===== config.mk =====
export PLATFORM = sky130hd
export DESIGN_NAME = pc_unit_ras
export DESIGN_NICKNAME = d
export VERILOG_FILES = /design/src/rtl/pc_unit_ras.sv
export SDC_FILE = /design/constraint.sdc
export NUM_CORES = 1
export LEC_CHECK = 0
export BUFFER_PORTS_ARGS = -buffer_cell sky130_fd_sc_hd__buf_2
export CAP_MARGIN = 40
export CORE_ASPECT_RATIO = 1.4
export CORE_MARGIN = 2
export CORE_UTILIZATION = 57
export CTS_CLUSTER_SIZE = 14
export DETAILED_ROUTE_END_ITERATION = 10
export PLACE_DENSITY_LB_ADDON = 0.2
export REMOVE_ABC_BUFFERS = 1
export SETUP_SLACK_MARGIN = 0.2
export SYNTH_ARGS = -nofsm -noshare
export SYNTH_HDL_FRONTEND = slang
export SYNTH_SLANG_ARGS = --single-unit

===== constraint.sdc =====
create_clock -name clk -period 5.3 [get_ports clk]
set_input_delay 0.795 -clock clk [delete_from_list [all_inputs] [get_ports clk]]
set_output_delay 0.795 -clock clk [all_outputs]
set_load 0.05 [all_outputs]

===== src/rtl/pc_unit_ras.sv =====
// ============================================================================
//  Module   : pc_unit_ras
//  Purpose  : Program counter with branch/jump/jr/call/ret and a circular
//             return-address stack carrying sticky overflow/underflow flags.
//  Revision : 1.0  initial release
// ============================================================================
`default_nettype none

module pc_unit_ras #(
  parameter int               WIDTH     = 32,
  parameter int               JADDR_W   = 26,
  parameter int               STEP      = 1,
  parameter logic [WIDTH-1:0] RESET_VEC = '0,
  parameter int               RAS_DEPTH = 4
) (
  input  logic                         clk,
  input  logic                         reset,
  input  logic                         stall,
  input  logic                         branch,
  input  logic                         zero,
  input  logic [WIDTH-1:0]             boffset,
  input  logic                         jump,
  input  logic                         call,
  input  logic [JADDR_W-1:0]           jaddr,
  input  logic                         jr,
  input  logic [WIDTH-1:0]             jr_target,
  input  logic                         ret,
  output logic [WIDTH-1:0]             pc,
  output logic [WIDTH-1:0]             pc_plus,
  output logic [$clog2(RAS_DEPTH):0]   ras_depth,
  output logic                         ras_empty,
  output logic                         ras_full,
  output logic                         ras_ovf,
  output logic                         ras_unf
);

  localparam int               c_PW   = $clog2(RAS_DEPTH);
  localparam logic [WIDTH-1:0] c_STEP = WIDTH'(STEP);
  localparam logic [c_PW:0]    c_FULL = (c_PW+1)'(RAS_DEPTH);

  logic [WIDTH-1:0] r_pc;
  logic [WIDTH-1:0] r_stack [RAS_DEPTH];
  logic [c_PW-1:0]  r_ptr;
  logic [c_PW:0]    r_depth;
  logic             r_ovf;
  logic             r_unf;

  logic [WIDTH-1:0] w_pc_next;
  logic [WIDTH-1:0] w_jtarget;
  logic [WIDTH-1:0] w_br_target;
  logic [c_PW-1:0]  w_top;
  logic             w_push;
  logic             w_pop;
  logic             w_unf;

  generate
    if (JADDR_W >= WIDTH) begin : g_jaddr_trunc
      assign w_jtarget = jaddr[WIDTH-1:0];
    end else begin : g_jaddr_zext
      assign w_jtarget = {{(WIDTH-JADDR_W){1'b0}}, jaddr};
    end
  endgenerate

  assign pc          = r_pc;
  assign pc_plus     = r_pc + c_STEP;
  assign ras_depth   = r_depth;
  assign ras_empty   = (r_depth == '0);
  assign ras_full    = (r_depth == c_FULL);
  assign ras_ovf     = r_ovf;
  assign ras_unf     = r_unf;
  // r_ptr is the next free slot; the most recent push sits just below it
  assign w_top       = r_ptr - c_PW'(1);
  assign w_br_target = r_pc + c_STEP + boffset * c_STEP;

  always_comb begin
    w_pc_next = pc_plus;
    w_push    = 1'b0;
    w_pop     = 1'b0;
    w_unf     = 1'b0;
    if (ret) begin
      if (!ras_empty) begin
        w_pc_next = r_stack[w_top];
        w_pop     = 1'b1;
      end else begin
        w_unf     = 1'b1;
      end
    end else if (jr) begin
      w_pc_next = jr_target;
    end else if (call) begin
      w_pc_next = w_jtarget;
      w_push    = 1'b1;
    end else if (jump) begin
      w_pc_next = w_jtarget;
    end else if (branch && zero) begin
      w_pc_next = w_br_target;
    end
  end

  always_ff @(posedge clk or posedge reset) begin
    if (reset) begin
      r_pc    <= RESET_VEC;
      r_ptr   <= '0;
      r_depth <= '0;
      r_ovf   <= 1'b0;
      r_unf   <= 1'b0;
    end else if (!stall) begin
      r_pc <= w_pc_next;
      if (w_push) begin
        // a push while full overwrites the oldest slot, so depth saturates
        r_ptr <= r_ptr + c_PW'(1);
        if (ras_full) begin
          r_ovf <= 1'b1;
        end else begin
          r_depth <= r_depth + (c_PW+1)'(1);
        end
      end
      if (w_pop) begin
        r_ptr   <= w_top;
        r_depth <= r_depth - (c_PW+1)'(1);
      end
      if (w_unf) begin
        r_unf <= 1'b1;
      end
    end
  end

  always_ff @(posedge clk) begin
    if (!reset && !stall && w_push) begin
      r_stack[r_ptr] <= pc_plus;
    end
  end

endmodule

`default_nettype wire

After elaboration in Yosys (flattened, before gate mapping)
Memory sizes are Yosys's and may differ from the RTL's.
Cells that the tools add are included.
{"block": "word_totals", "regBits": 39, "mem_bits_rw": 128, "inputBits": 99, "out_inout_bits": 71, "word_cells": 46, "memories": 1}
{"name": "r_stack", "words": 4, "width": 32, "rd": 1, "rd_ports_with_merged_regs": 0, "wr": 1, "line_no": "42", "text": "logic [WIDTH-1:0] r_stack [RAS_DEPTH];"}
{"block": "classes", "addsub": 6, "n_eq_ne": 2, "n_mux": 20, "bitwise_logic": 1, "reduce_logical": 11}
{"op": "$mux W32", "n": 6}
{"op": "$add A32 B1 Y32 const B", "n": 1}
{"op": "$add A32 B32 Y32", "n": 1}
{"op": "$mux W1", "n": 9}
{"op": "$mux W3", "n": 3}
{"op": "$reduce_and A3 Y1", "n": 2}
{"op": "$mux W2", "n": 2}
{"op": "$reduce_and A2 Y1", "n": 2}
{"op": "$add A3 B1 Y3 const B", "n": 1}
{"op": "$eq A3 B3 Y1 const B", "n": 1}
{"op": "$logic_and A1 B1 Y1", "n": 3}
{"op": "$logic_not A3 Y1", "n": 1}
{"op": "$sub A3 B1 Y3 const B", "n": 1}
{"op": "$add A2 B1 Y2 const B", "n": 1}
{"op": "$logic_not A1 Y1", "n": 2}
{"op": "$ne A2 B1 Y1 const B", "n": 1}
{"op": "$reduce_bool A2 Y1", "n": 1}
{"op": "$sub A2 B1 Y2 const B", "n": 1}
{"op": "$not A1 Y1", "n": 1}

Longest topological paths before layout
{"block": "logic_depth", "depth_word": 7, "mapped_depth": 17, "ltp_nobuf": 17}

Least setup slack after synthesis
Ideal clock, no wire load.
{"block": "synth_path", "path_kind": "reg-to-reg", "start": "register r_pc[13], in the netlist pc[13]", "end": "register r_pc[28], in the netlist pc[28]", "setup_ns": 0.104, "t_arrival_ns": 4.715, "required_ns": 5.196, "path_slack_ns": 0.481, "path_stages_with_launch": 17, "n_path_buf": 1, "synth_period_minus_slack_ns": 4.819, "cell_sequence": "dfrtp_1 > buf_2 > and4_1 > nand4_1 > nor2_1 > nand2_1 > xnor2_1 > ha_1 > a21o_1 > a21o_1 > a21o_1 > a21o_1 > a211o_1 > o211ai_1 > a21oi_1 > o31a_1 > a221oi_1"}
{"block": "synth_via", "elab_chain_cells": 7, "elab_cells_between_ends": 8, "classes_between": "add/sub (2); mux (6)"}
{"item": "from (decl)", "line_no": "41", "text": "logic [WIDTH-1:0] r_pc;"}
{"item": "from (signal assigned)", "line_no": "107", "text": "r_pc <= w_pc_next;"}
{"item": "$add A32 B1 Y32", "line_no": "65", "text": "assign pc_plus = r_pc + c_STEP;"}
{"item": "via pc_plus[21]", "line_no": "29", "text": "output logic [WIDTH-1:0] pc_plus,"}
{"item": "$add A32 B32 Y32", "line_no": "73", "text": "assign w_br_target = r_pc + c_STEP + boffset * c_STEP;"}
{"item": "$mux W32", "line_no": "94", "text": "end else if (branch && zero) begin"}
{"item": "$mux W32", "line_no": "92", "text": "end else if (jump) begin"}
{"item": "$mux W32", "line_no": "89", "text": "end else if (call) begin"}
{"item": "$mux W32", "line_no": "87", "text": "end else if (jr) begin"}
{"item": "$mux W32", "line_no": "80", "text": "if (ret) begin"}
The timed path passes the listed nets, and every way through them passes these cells.
A chain may end at the register's enable or synchronous reset.

Final worst setup path
{"block": "layout_path", "start": "register r_pc[0], in the netlist pc[0]", "end": "register r_pc[28], in the netlist pc[28]"}
{"block": "layout_via", "elab_chain_cells": 7, "elab_cells_between_ends": 8, "classes_between": "add/sub (2); mux (6)"}
{"item": "$add A32 B1 Y32 *", "line_no": "65, 73"}
{"item": "$add A32 B32 Y32", "line_no": "73"}
{"item": "$mux W32", "line_no": "94"}
{"item": "$mux W32", "line_no": "92"}
{"item": "$mux W32", "line_no": "89"}
{"item": "$mux W32", "line_no": "87"}
{"item": "$mux W32 *", "line_no": "80"}
Mark *: on every way between the ends. The rest lies on a longest branch, timed or not.

==> summary.txt <==
Outcome
  – Result of the run: finished, final reports clean

Clocking
  – Hold buffer count at CTS: 0
  – Root Buffer: sky130_fd_sc_hd__clkbuf_16
  – Number of gates resized after CTS: 0
  – Clock latency on the worst-skew pair: between 0.4 and 0.5 ns
  – Post-CTS setup-driven buffer insertion count: 0
  – TritonCTS Sinks: 167
  – Maximum clock insertion buffer count: 2
  – Cts bufs inserted: 17
  – H-tree depth reported by CTS: 4
  – TritonCTS clock tree: yes
  – Clock slew at reported path FFs: 0.06 ns

Setup path
  – Slack of the worst reg-to-reg path: 0.88 ns
  – Cell with the most instances on the worst path: sky130_fd_sc_hd__a21o_1
  – Critical-path top delay cell: sky130_fd_sc_hd__xor2_1
  – Crit path from: pc[0]
  – Category of the critical setup timing path: reg -> reg
  – Arrival time of the worst setup path: 4.74 ns
  – Delay contributed by the slowest stage of the critical path: 0.53 ns
  – Required arrival time at the worst endpoint: 5.62 ns
  – Worst Setup Start Kind: register
  – RR Startpoint: pc[0]
  – List of cells traversed by the critical path: ha_1, and2_1, and4_4, and2b_1, and3_1, xor2_1, ha_1, a21o_1, a21o_1, a21o_1, a211o_1, o211ai_1, a21oi_1, o31a_1, a221oi_1
  – Setup crit end kind: register
  – Maximum fanout encountered on the critical timing path: 9

STA
  – Normalized max-slew margin: 48.45%
  – Slew Viols, Final: 0
  – Post-route clock skew: 0.006159 ns
  – Setup-violating endpoint count in the final report: 0
  – Min Tclk post-route: 4.416 ns
  – Final critical-path setup slack: 0.8843 ns
  – Setup repair after global routing missed its margin: no
  – Transition time at the pin with the least slew margin: between 0.7 and 0.8 ns
  – TNS Setup: 0 ns
  – Count of final hold-check violations: 0
  – WHS: 0.4770 ns
  – Post-route fraction of the period consumed by the critical path: between 80% and 90%
  – Top achievable clock speed: between 0.2 and 0.25 GHz

Flow run
  – Max-cap violation count: 0

Yosys
  – Average cell area after synthesis: 10.82 um2
  – Area leader, netlist: sky130_fd_sc_hd__edfxtp_1
  – Most numerous cell in the Yosys netlist: sky130_fd_sc_hd__edfxtp_1
  – Yosys synthesis warning count: 0
  – Async set-or-reset flop fraction in the synthesized netlist: a little under a quarter
  – Flip-flop cell with the highest count after synthesis: sky130_fd_sc_hd__edfxtp_1
  – Top-area cell type share of the netlist area: approximately 38%
  – Yosys reg bits: 167
  – Proportion of synthesized chip area in sequential cells: 47.35%
  – Largest cells by area after synthesis: sky130_fd_sc_hd__edfxtp_1 (38%), sky130_fd_sc_hd__dfrtp_1 (9.6%), sky130_fd_sc_hd__mux4_2 (7.1%), sky130_fd_sc_hd__ha_1 (5.3%), sky130_fd_sc_hd__a21oi_1 (3.5%)
  – Cell area after synthesis: between 0.01 and 0.015 mm2
  – Post-synthesis cell count: between 900 and 1000
  – Most numerous cell types in the synthesized netlist: sky130_fd_sc_hd__edfxtp_1 (128), sky130_fd_sc_hd__nand2_1 (92), sky130_fd_sc_hd__nor2_1 (75)
  – Number of flops mapped to enable cells by yosys: approximately 130
  – Number of unique standard cell types used by synthesis: between 70 and 80

Route
  – Final antenna-violating net count: 0
  – Post-DR wirelength/cell: 23.07 um
  – Drt initial violations: 959
  – First drt pass iteration count: 5
  – Number of vias in the routed layout: 8708
  – # DRC: 0
  – Post-DR vias/cell: 6.408
  – Total length of routed wires: 31350 um

Floorplan
  – Overall die area: 0.01896 mm2
  – DIE HEIGHT: between 150 and 200 um
  – Horizontal die dimension: 116.9 um
  – Initial Utilization: 58.50%
  – Rows: 57
  – Area inside the core boundary: 0.01740 mm2
  – Number of ports placed on the die boundary: 170

Pwr
  – Power density of the placed cells: 584.6 mW/mm2
  – Leakage: 4.821 nW
  – VDD IR max: 0.0002869 V
  – Post-route total power: 7.004 mW

Placed design
  – Detailed placer's ending HPWL: 22010 um
  – Post-placement worst setup slack: 1.085 ns
  – Placer congestion estimate: 0.9650
  – PortBufs: 169

Global routing
  – Total global routing track utilization: 34.00%
  – Global-route wire length before repair: between 40000 and 50000 um
  – Via count of the first global-routing pass: 8716
  – Antenna violations before repair: 1
  – Total gr overflow: 0
  – Maximum number of pins on one net before global-route repair: 43

Cells and area
  – Number of nets in the final layout: 1254
  – Share of post-route cells with drive strength above 1: 25.85%
  – P&R area growth vs syn: 17.70%

Min path
  – Startpoint of the lowest-slack hold path: ras_ovf
  – Hold crit path type: reg -> reg
## where the power goes
| part | leakage (nW) | switching (mW) | total, mW | internal, mW |
|---|---|---|---|---|
| combinational | 2.93 | 2.54 | 3.87 | 1.33 |
| sequential | 1.61 | 0.192 | 1.86 | 1.67 |
| clock | 0.288 | 0.525 | 1.27 | 0.747 |
| total | 4.82 | 3.26 | 7.00 | 3.74 |
## kinds of logic after synthesis
kind of cell	share of synthesized area [%]
xor+xnor	4.818
mux	7.903
fa+ha+maj	5.679
compound gates	17.17
flops	47.35
simple gates	13.68
buf+inv	3.404
## placed cells by master, fill, tap and decap left out, types with 6 or more instances in the layout
| cell type | synthesis | final |
|---|---|---|
| sky130_fd_sc_hd__a31oi_1 | 7 | 7 |
| sky130_fd_sc_hd__a211oi_1 | 14 | 14 |
| sky130_fd_sc_hd__o21bai_1 | 8 | 8 |
| sky130_fd_sc_hd__o211ai_1 | 12 | 12 |
| sky130_fd_sc_hd__mux4_2 | 32 | 32 |
| sky130_fd_sc_hd__nand2_1 | 92 | 92 |
| sky130_fd_sc_hd__a21oi_1 | 72 | 72 |
| sky130_fd_sc_hd__buf_2 | 9 | 169 |
| sky130_fd_sc_hd__a311oi_1 | 8 | 8 |
| sky130_fd_sc_hd__edfxtp_1 | 128 | 128 |
| sky130_fd_sc_hd__and2_1 | 12 | 12 |
| sky130_fd_sc_hd__and3_1 | 10 | 10 |
| sky130_fd_sc_hd__dfrtp_1 | 39 | 38 |
| sky130_fd_sc_hd__xor2_1 | 19 | 19 |
| sky130_fd_sc_hd__a221oi_1 | 13 | 13 |
| sky130_fd_sc_hd__a21o_1 | 19 | 19 |
| sky130_fd_sc_hd__nor2b_1 | 8 | 8 |
| sky130_fd_sc_hd__a221o_1 | 6 | 6 |
| sky130_fd_sc_hd__or3_1 | 6 | 6 |
| sky130_fd_sc_hd__clkbuf_16 | 0 | 17 |
| sky130_fd_sc_hd__inv_1 | 33 | 32 |
| sky130_fd_sc_hd__nor2_1 | 75 | 74 |
| sky130_fd_sc_hd__nand4_1 | 6 | 6 |
| sky130_fd_sc_hd__o21ai_0 | 50 | 50 |
| sky130_fd_sc_hd__nand3_1 | 24 | 24 |
| sky130_fd_sc_hd__buf_4 | 0 | 31 |
| sky130_fd_sc_hd__xnor2_1 | 37 | 37 |
| sky130_fd_sc_hd__nor3_1 | 14 | 13 |
| sky130_fd_sc_hd__ha_1 | 43 | 43 |
## metal layers
metal	GRT usage [%]	wire length, um	up-vias
li1	-	-	3893
met2	56.57	15560	511
met1	41.32	11440	4183
met3	5.896	2543	121
met4	19.41	1806	0
met5	0	0	-
## layout make-up
| class | instances | area [um2] |
|---|---|---|
| Fill cell | 1382 | 5420 |
| Multi-Input combinational cell | 687 | 5021 |
| Sequential cell | 167 | 4821 |
| Timing Repair Buffer | 202 | 1110 |
| Clock buffer | 18 | 429.2 |
| Tap cell | 236 | 295.3 |
| Clock inverter | 13 | 171.4 |
| Inverter | 35 | 131.4 |
| Antenna cell | 1 | 2.502 |
## critical path, delay by kind of cell, from the launching register on
kind                     cells  cell delay (ns)
flip-flops                   1             0.52
XOR/XNOR                     1             0.53
AND/OR/NAND/NOR              4             0.90
AO/OA/AOI/OAI                8             1.62
adder cells (fa/ha/maj)      2             0.73
## registers in the layout (all words and copies together) (netlist names)
register   flops
r_ptr          2
pc            32
ras_depth      3
ras_unf        1
ras_ovf        1
r_stack      128
## final timing paths
check,end,depth (start not counted)
setup / recovery,pc[28],15
hold / removal,ras_ovf,1
setup reg to reg,pc[28],15
hold reg to reg,ras_ovf,1
max in group asynchronous,pc[22],3
min in group asynchronous,ras_ovf,3
## through the flow
stage / instances / utilization (%) / area (um2)
after global placement: 1326 / 65.32 / 11370
after global routing: 1359 / 68.85 / 11980
final: 1359 / 68.85 / 11980
after CTS: 1358 / 68.84 / 11980
after detailed placement: 1327 / 65.39 / 11380
after floorplan: 889 / - / 9965
(Power assumes the default switching activity.)
